--- src/rtl/frag_pkg.sv ---
// Shared definitions for the writeback arbiter slice: data width, register
// address type and the grant encoding used by the arbiter.
package frag_pkg;

  localparam int XLEN       = 32;
  localparam int REG_ADDR_W = 5;
  localparam int REG_NUM    = 32;

  typedef logic [REG_ADDR_W-1:0] reg_addr_t;

  localparam reg_addr_t REG_ZERO = 5'd0;

  typedef enum logic [1:0] {
    GRANT_NONE = 2'd0,
    GRANT_ALU  = 2'd1,
    GRANT_LSU  = 2'd2
  } grant_e;

  // x0 is hardwired to zero: never written, never pending.
  function automatic logic is_zero_reg(input reg_addr_t addr);
    return addr == REG_ZERO;
  endfunction

endpackage

--- src/rtl/frag_wb_arbiter_if.sv ---
// Bundle of writeback, load-issue, operand-lookup and register-file write
// signals. The arbiter takes the slave side.
interface frag_wb_arbiter_if;
  import frag_pkg::*;

  logic             alu_wb_valid;
  logic             alu_wb_ready;
  reg_addr_t        alu_wb_rd;
  logic [XLEN-1:0]  alu_wb_data;

  logic             lsu_wb_valid;
  logic             lsu_wb_ready;
  reg_addr_t        lsu_wb_rd;
  logic [XLEN-1:0]  lsu_wb_data;

  logic             ld_issue_valid;
  logic             ld_issue_ready;
  reg_addr_t        ld_issue_rd;

  logic             flush;

  reg_addr_t        rs1_addr;
  reg_addr_t        rs2_addr;
  logic             rs1_busy;
  logic             rs2_busy;

  logic             RegWrite;
  reg_addr_t        w_addr;
  logic [XLEN-1:0]  w_data;

  modport master (
    output alu_wb_valid, alu_wb_rd, alu_wb_data,
    output lsu_wb_valid, lsu_wb_rd, lsu_wb_data,
    output ld_issue_valid, ld_issue_rd,
    output flush, rs1_addr, rs2_addr,
    input  alu_wb_ready, lsu_wb_ready, ld_issue_ready,
    input  rs1_busy, rs2_busy,
    input  RegWrite, w_addr, w_data
  );

  modport slave (
    input  alu_wb_valid, alu_wb_rd, alu_wb_data,
    input  lsu_wb_valid, lsu_wb_rd, lsu_wb_data,
    input  ld_issue_valid, ld_issue_rd,
    input  flush, rs1_addr, rs2_addr,
    output alu_wb_ready, lsu_wb_ready, ld_issue_ready,
    output rs1_busy, rs2_busy,
    output RegWrite, w_addr, w_data
  );

endinterface

--- src/rtl/frag_scoreboard.sv ---
// Pending-load scoreboard: one bit per architectural register, set on load
// issue, cleared on load return, wiped on flush.
module frag_scoreboard
  import frag_pkg::*;
(
  input  logic      sys_clk,
  input  logic      sys_arstn,
  input  logic      flush,
  input  logic      issue_valid,
  input  reg_addr_t issue_rd,
  output logic      issue_ready,
  input  logic      clr_valid,
  input  reg_addr_t clr_rd,
  input  reg_addr_t rs1_addr,
  input  reg_addr_t rs2_addr,
  output logic      rs1_busy,
  output logic      rs2_busy
);

  // Bit 0 has no storage so x0 can never look pending.
  logic [REG_NUM-1:1] pending_reg;
  logic [REG_NUM-1:0] pending;
  logic               issue_fire;
  logic               clr_fire;

  assign pending = {pending_reg, 1'b0};

  // One outstanding load per rd keeps load writes in issue order.
  assign issue_ready = !pending[issue_rd] || is_zero_reg(issue_rd);
  assign issue_fire  = issue_valid && issue_ready && !flush;
  assign clr_fire    = clr_valid && !flush;

  assign rs1_busy = pending[rs1_addr] && !is_zero_reg(rs1_addr);
  assign rs2_busy = pending[rs2_addr] && !is_zero_reg(rs2_addr);

  genvar gi;
  generate
    for (gi = 1; gi < REG_NUM; gi++) begin : g_pending
      logic set_hit;
      logic clr_hit;
      logic pending_next;

      assign set_hit = issue_fire && (issue_rd == reg_addr_t'(gi));
      assign clr_hit = clr_fire && (clr_rd == reg_addr_t'(gi));
      // A new load to the same rd outranks the return of the old one.
      assign pending_next = flush ? 1'b0 : (set_hit || (pending_reg[gi] && !clr_hit));

      always_ff @(posedge sys_clk or negedge sys_arstn) begin
        if (!sys_arstn) begin
          pending_reg[gi] <= 1'b0;
        end else begin
          pending_reg[gi] <= pending_next;
        end
      end
    end
  endgenerate

endmodule

--- src/rtl/frag_wb_arbiter.sv ---
// Register-file write port owner: arbitrates ALU vs LSU writeback with an
// anti-starvation counter, registers the write, and hosts the load scoreboard.
module frag_wb_arbiter
  import frag_pkg::*;
#(
  parameter int STARVE_LIMIT = 4
) (
  input  logic             sys_clk,
  input  logic             sys_arstn,
  frag_wb_arbiter_if.slave bus
);

  localparam int               CNT_W      = $clog2(STARVE_LIMIT + 1);
  localparam logic [CNT_W-1:0] STARVE_MAX = CNT_W'(STARVE_LIMIT);

  logic [CNT_W-1:0] starve_cnt_reg, starve_cnt_next;
  logic             reg_write_reg, reg_write_next;
  reg_addr_t        w_addr_reg, w_addr_next;
  logic [XLEN-1:0]  w_data_reg, w_data_next;

  grant_e           grant;
  reg_addr_t        win_rd;
  logic [XLEN-1:0]  win_data;

  // Loads normally win so the scoreboard drains; ALU wins once it has been
  // refused STARVE_LIMIT cycles in a row.
  always_comb begin
    grant = GRANT_NONE;
    if (bus.lsu_wb_valid && !(bus.alu_wb_valid && starve_cnt_reg == STARVE_MAX)) begin
      grant = GRANT_LSU;
    end else if (bus.alu_wb_valid) begin
      grant = GRANT_ALU;
    end
  end

  assign bus.alu_wb_ready = (grant == GRANT_ALU);
  assign bus.lsu_wb_ready = (grant == GRANT_LSU);

  always_comb begin
    win_rd   = bus.alu_wb_rd;
    win_data = bus.alu_wb_data;
    if (grant == GRANT_LSU) begin
      win_rd   = bus.lsu_wb_rd;
      win_data = bus.lsu_wb_data;
    end
  end

  always_comb begin
    starve_cnt_next = starve_cnt_reg;
    if (bus.flush || !bus.alu_wb_valid || grant == GRANT_ALU) begin
      starve_cnt_next = '0;
    end else if (starve_cnt_reg != STARVE_MAX) begin
      starve_cnt_next = starve_cnt_reg + CNT_W'(1);
    end
  end

  // Writes to x0 are consumed but never reach the register file.
  always_comb begin
    reg_write_next = (grant != GRANT_NONE) && !is_zero_reg(win_rd);
    w_addr_next    = w_addr_reg;
    w_data_next    = w_data_reg;
    if (reg_write_next) begin
      w_addr_next = win_rd;
      w_data_next = win_data;
    end
  end

  always_ff @(posedge sys_clk or negedge sys_arstn) begin
    if (!sys_arstn) begin
      starve_cnt_reg <= '0;
      reg_write_reg  <= 1'b0;
      w_addr_reg     <= REG_ZERO;
      w_data_reg     <= '0;
    end else begin
      starve_cnt_reg <= starve_cnt_next;
      reg_write_reg  <= reg_write_next;
      w_addr_reg     <= w_addr_next;
      w_data_reg     <= w_data_next;
    end
  end

  assign bus.RegWrite = reg_write_reg;
  assign bus.w_addr   = w_addr_reg;
  assign bus.w_data   = w_data_reg;

  // Pending bit drops on the same edge RegWrite rises, so the register
  // file's bypass covers the first cycle the operand looks free.
  frag_scoreboard u_scoreboard (
    .sys_clk     (sys_clk),
    .sys_arstn   (sys_arstn),
    .flush       (bus.flush),
    .issue_valid (bus.ld_issue_valid),
    .issue_rd    (bus.ld_issue_rd),
    .issue_ready (bus.ld_issue_ready),
    .clr_valid   (grant == GRANT_LSU),
    .clr_rd      (bus.lsu_wb_rd),
    .rs1_addr    (bus.rs1_addr),
    .rs2_addr    (bus.rs2_addr),
    .rs1_busy    (bus.rs1_busy),
    .rs2_busy    (bus.rs2_busy)
  );

endmodule

--- src/flat_wrapper.sv ---
// flat-port wrapper written by rule: the top's interface ports become plain ports
module frag_wb_arbiter_flat import frag_pkg::*;
#(
  parameter int STARVE_LIMIT = 4
)
  (sys_clk, sys_arstn, bus_alu_wb_valid, bus_alu_wb_rd, bus_alu_wb_data, bus_lsu_wb_valid, bus_lsu_wb_rd, bus_lsu_wb_data, bus_ld_issue_valid, bus_ld_issue_rd, bus_flush, bus_rs1_addr, bus_rs2_addr, bus_alu_wb_ready, bus_lsu_wb_ready, bus_ld_issue_ready, bus_rs1_busy, bus_rs2_busy, bus_RegWrite, bus_w_addr, bus_w_data);
  frag_wb_arbiter_if bus_i ();
  input  logic sys_clk;
  input  logic sys_arstn;
  input wire logic [$bits(bus_i.alu_wb_valid)-1:0] bus_alu_wb_valid;
  input wire logic [$bits(bus_i.alu_wb_rd)-1:0] bus_alu_wb_rd;
  input wire logic [$bits(bus_i.alu_wb_data)-1:0] bus_alu_wb_data;
  input wire logic [$bits(bus_i.lsu_wb_valid)-1:0] bus_lsu_wb_valid;
  input wire logic [$bits(bus_i.lsu_wb_rd)-1:0] bus_lsu_wb_rd;
  input wire logic [$bits(bus_i.lsu_wb_data)-1:0] bus_lsu_wb_data;
  input wire logic [$bits(bus_i.ld_issue_valid)-1:0] bus_ld_issue_valid;
  input wire logic [$bits(bus_i.ld_issue_rd)-1:0] bus_ld_issue_rd;
  input wire logic [$bits(bus_i.flush)-1:0] bus_flush;
  input wire logic [$bits(bus_i.rs1_addr)-1:0] bus_rs1_addr;
  input wire logic [$bits(bus_i.rs2_addr)-1:0] bus_rs2_addr;
  output wire logic [$bits(bus_i.alu_wb_ready)-1:0] bus_alu_wb_ready;
  output wire logic [$bits(bus_i.lsu_wb_ready)-1:0] bus_lsu_wb_ready;
  output wire logic [$bits(bus_i.ld_issue_ready)-1:0] bus_ld_issue_ready;
  output wire logic [$bits(bus_i.rs1_busy)-1:0] bus_rs1_busy;
  output wire logic [$bits(bus_i.rs2_busy)-1:0] bus_rs2_busy;
  output wire logic [$bits(bus_i.RegWrite)-1:0] bus_RegWrite;
  output wire logic [$bits(bus_i.w_addr)-1:0] bus_w_addr;
  output wire logic [$bits(bus_i.w_data)-1:0] bus_w_data;
  assign bus_i.alu_wb_valid = bus_alu_wb_valid;
  assign bus_i.alu_wb_rd = bus_alu_wb_rd;
  assign bus_i.alu_wb_data = bus_alu_wb_data;
  assign bus_i.lsu_wb_valid = bus_lsu_wb_valid;
  assign bus_i.lsu_wb_rd = bus_lsu_wb_rd;
  assign bus_i.lsu_wb_data = bus_lsu_wb_data;
  assign bus_i.ld_issue_valid = bus_ld_issue_valid;
  assign bus_i.ld_issue_rd = bus_ld_issue_rd;
  assign bus_i.flush = bus_flush;
  assign bus_i.rs1_addr = bus_rs1_addr;
  assign bus_i.rs2_addr = bus_rs2_addr;
  assign bus_alu_wb_ready = bus_i.alu_wb_ready;
  assign bus_lsu_wb_ready = bus_i.lsu_wb_ready;
  assign bus_ld_issue_ready = bus_i.ld_issue_ready;
  assign bus_rs1_busy = bus_i.rs1_busy;
  assign bus_rs2_busy = bus_i.rs2_busy;
  assign bus_RegWrite = bus_i.RegWrite;
  assign bus_w_addr = bus_i.w_addr;
  assign bus_w_data = bus_i.w_data;
  frag_wb_arbiter #(.STARVE_LIMIT(STARVE_LIMIT)) u_core (.sys_clk(sys_clk), .sys_arstn(sys_arstn), .bus(bus_i));
endmodule
--- config.mk ---
export PLATFORM = sky130hd
export DESIGN_NAME = frag_wb_arbiter_flat
export DESIGN_NICKNAME = d
export VERILOG_FILES = /design/src/rtl/frag_pkg.sv /design/src/rtl/frag_wb_arbiter_if.sv /design/src/rtl/frag_scoreboard.sv /design/src/rtl/frag_wb_arbiter.sv /design/src/flat_wrapper.sv
export SDC_FILE = /design/constraint.sdc
export NUM_CORES = 1
export LEC_CHECK = 0
export CORE_AREA = 5 5 110 112
export CTS_CLUSTER_DIAMETER = 120
export DETAILED_ROUTE_END_ITERATION = 8
export DIE_AREA = 0 0 115 117
export PLACE_DENSITY_LB_ADDON = 0.12
export REMOVE_ABC_BUFFERS = 1
export SYNTH_ARGS = -nofsm -noshare
export SYNTH_HDL_FRONTEND = slang
export SYNTH_SLANG_ARGS = --single-unit
--- constraint.sdc ---
create_clock -name sys_clk -period 2.3 [get_ports sys_clk]
set_clock_uncertainty 0.2 [all_clocks]
set_input_delay 0.23 -clock sys_clk [delete_from_list [all_inputs] [get_ports sys_clk]]
set_output_delay 0.23 -clock sys_clk [all_outputs]
set_load 0.01 [all_outputs]
==> key figures <==
Worst setup path
  – Setup crit end kind: output port
  – FF-to-FF End: u_core.bus.w_data[20]$_DFFE_PN0P_
  – Worst path slowest cell: mux4_2
  – Worst reg2reg path depth: 7
  – CP startpoint kind: flip-flop
  – Crit-path cells: mux4_2, nand2b_1, a211o_1, o211ai_1, buf_2
  – Largest stage delay, worst path: 0.48 ns
  – Worst-path maximum fanout: 2
  – R2r setup slk: 0.11 ns
  – Worst r2r src: u_core.starve_cnt_reg[0]$_DFFE_PN0P_
  – Worst Setup Path Type: flip-flop to output port
  – Worst EP arrival: 1.89 ns
  – CP required: 1.87 ns

Yosys
  – Mean post-synth cell area: 10.8 µm²
  – Syn Inst Count: 429
  – Post-synthesis register bit count: 72
  – Register area share after synthesis: 0.390
  – Post-Syn Area: 0.00463 mm²
  – Synth cell types: 44
  – Yosys warnings: 0

Clock network
  – Clock sink count: 72
  – Clk root buf: clkbuf_16
  – Max H-tree Level: 3
  – Worst-skew pair later-pin latency: 0.33 ns
  – CTS tree: yes
  – Clk buf depth: 2
  – CTS buffer count: 9
  – Worst-path clk slew: 0.05 ns

Power
  – Internal power: 2.64 mW
  – Psw: 0.907 mW
  – Switching Fraction: 0.255
  – Peak VDD IR: 345 µV
  – Gate power share: 0.261
  – Clock Power Share: 0.344
  – Seq pwr share: 0.396
  – Power per cell area: 508 mW/mm²
  – LEAKAGE: 3.04 nW

Finish
  – Final #Nets: 726
  – Post-route insts no fill: 777
  – Commonest non-fill, non-tap cells in the layout: clkdlybuf4s50_1 (129), dfrtp_1 (72), buf_4 (68)
  – Fill cell count: 916
  – Area growth syn-to-layout: 51.2%
  – Diodes inserted: 0
  – Commonest non-fill, non-tap cell in the layout: clkdlybuf4s50_1
  – Share of layout cells above drive strength 1: 0.297
  – Max reg flops: 32
  – Post-layout util: 0.629

Global routing
  – Largest net degree at the start of global routing: 73
  – Total grt overflow: 0
  – First-pass GRT wire length: 23400 µm
  – Antenna violations before repair: 0
  – Total GRT Usage: 0.223
  – Vias in the first global route: 4570

Timing
  – Final min period: 2.32 ns
  – Setup ws final: -0.0224 ns
  – Setup TNS: -0.0224 ns
  – Final hold violation count: 0
  – Tcrit/Tclk final: 1.01
  – Slew margin rel.: 0.716
  – Fmax: 431 MHz
  – Worst-margin pin slew: 0.426 ns
  – Setup violations, final: 1
  – Fin. max-slew vios: 0
  – RSZ-0062 raised after global routing: yes

Routing
  – Routed WL: 14700 µm
  – DRC: 0
  – Wire per inst: 18.9 µm
  – Pre-antenna DRT Iters: 5
  – DR vias: 4279
  – Vias per cell: 5.51
  – Antenna-violating nets left: 0
  – Initial DRC count: 211

Placement
  – GPL Wtd Cong: 0.899
  – Dpl hpwl: 11300 µm
  – # port buffers: 137
  – Setup WS pre-CTS: -0.656 ns
  – Cell Count Post-Placement: 757

Run
  – MaxCap Viol Count: 0

Floorplanning
  – Chip Width: 115 µm
  – Starting Density: 0.416
  – Row Count: 39
  – Area of the core: 0.0111 mm²
  – Chip height: 117 µm
  – IO Pins: 138
  – Die area: 0.0135 mm²

Hold path
  – Hold Path Class: input pin to asynchronous set/reset pin

Run status
  – Violated checks: setup timing
  – Outcome: complete, but fails checks
==> cell families after synthesis <==
kind of cell | Yosys count | synth area share
mux | 115 | 0.302
compound gates | 87 | 0.117
xor+xnor | 1 | 0.00189
buf+inv | 33 | 0.0333
flops | 72 | 0.390
simple gates | 119 | 0.151
fa+ha+maj | 2 | 0.00541
==> layer usage <==
layer | global-route usage | routed length, µm | vias to the layer above
met2 | 0.365 | 7070 | 190
met3 | 0.0668 | 1290 | 33
met5 | 0 | 0 | -
met1 | 0.273 | 5860 | 2077
li1 | - | - | 1979
met4 | 0.0986 | 435 | 0
==> stage by stage <==
stage / total power [mW] / instance area (µm²) / hold slack [ns]
after floorplan: 1.76 / 4510 / -0.266
after CTS: 3.59 / 6980 / 0.266
after global routing: 3.72 / 6990 / 0.286
after global placement: 2.33 / 6680 / 0.0882
final: 3.55 / 6990 / 0.260
after detailed placement: 2.34 / 6680 / 0.0951
==> cell type report <==
type	instances	area, µm²	share of cell area
Multi-Input combinational cell	324	2700	0.386
Timing Repair Buffer	213	2020	0.289
Tap cell	143	179	0.0256
Clock buffer	13	240	0.0344
Sequential cell	72	1800	0.258
Inverter	9	33.8	0.00483
Clock inverter	3	18.8	0.00268
==> worst max-delay path: cells and delay by family, from the launching register on <==
kind	cells	cell delay, ns
flip-flops	1	0.38
buffers and inverters	1	0.17
AO/OA/AOI/OAI	2	0.38
multiplexers	1	0.48
AND/OR/NAND/NOR	1	0.16
==> Yosys cell counts, drive strengths merged <==
| library cell | number | area, µm² |
|---|---|---|
| clkbuf | 14 | 52.6 |
| o21ai | 54 | 270 |
| xnor2 | 1 | 8.76 |
| a211oi | 1 | 12.5 |
| a311oi | 3 | 32.5 |
| a21oi | 5 | 25.0 |
| nor2 | 10 | 37.5 |
| mux2 | 77 | 942 |
| buf | 10 | 67.6 |
| or3b | 1 | 8.76 |
| and2 | 2 | 12.5 |
| nand3b | 4 | 30.0 |
| a2bb2oi | 1 | 8.76 |
| or2 | 4 | 25.0 |
| o211ai | 2 | 15.0 |
| ha | 2 | 25.0 |
| nor2b | 41 | 257 |
| a221oi | 3 | 32.5 |
| and3b | 2 | 17.5 |
| nand3 | 17 | 90.1 |
| dfrtp | 72 | 1800 |
| mux2i | 32 | 320 |
| a211o | 2 | 17.5 |
| nand2 | 16 | 62.6 |
| o22ai | 2 | 12.5 |
| mux4 | 6 | 135 |
| or4 | 5 | 41.3 |
| a22oi | 6 | 45.0 |
| or3 | 1 | 6.26 |
| nand2b | 9 | 56.3 |
| o41ai | 8 | 70.1 |
| nand4b | 4 | 35.0 |
| inv | 9 | 33.8 |
| nor3 | 1 | 5.00 |
| nand4 | 2 | 12.5 |
==> power groups by stage <==
stage          clock [mW]  sequential [mW]  combinational [mW]
2_1_floorplan           0             1.46               0.306
3_3_place_gp            0             1.42               0.913
3_5_place_dp            0             1.42               0.920
4_1_cts              1.26             1.41               0.930
5_1_grt              1.31             1.42               0.990
6_report             1.22             1.41               0.925
==> worst max-delay path by stage <==
stage                                                    from                           endpoint  slack (ns)  cells after the start
floorplan                u_core.starve_cnt_reg[0]$_DFFE_PN0P_  u_core.bus.w_data[13]$_DFFE_PN0P_       -1.85                      7
CTS                 u_core.u_scoreboard.pending[23]$_DFF_PN0_                 bus_ld_issue_ready       -0.02                      5
finish              u_core.u_scoreboard.pending[11]$_DFF_PN0_                 bus_ld_issue_ready       -0.02                      5
detailed placement                         bus_ld_issue_rd[0]                 bus_ld_issue_ready       -0.66                      6
global route        u_core.u_scoreboard.pending[31]$_DFF_PN0_                 bus_ld_issue_ready       -0.08                      5
global placement                           bus_ld_issue_rd[0]                 bus_ld_issue_ready       -0.63                      6
==> timing repair <==
action,CTS,global route
pin swaps,0,0
endpoints found under the hold margin,72,0
hold buffers,1,0
setup buffers,2,0
endpoints found under the setup margin,5,2
gates cloned,1,0
gates resized for setup,18,2
Note: power is estimated with default switching activity, not from simulation.
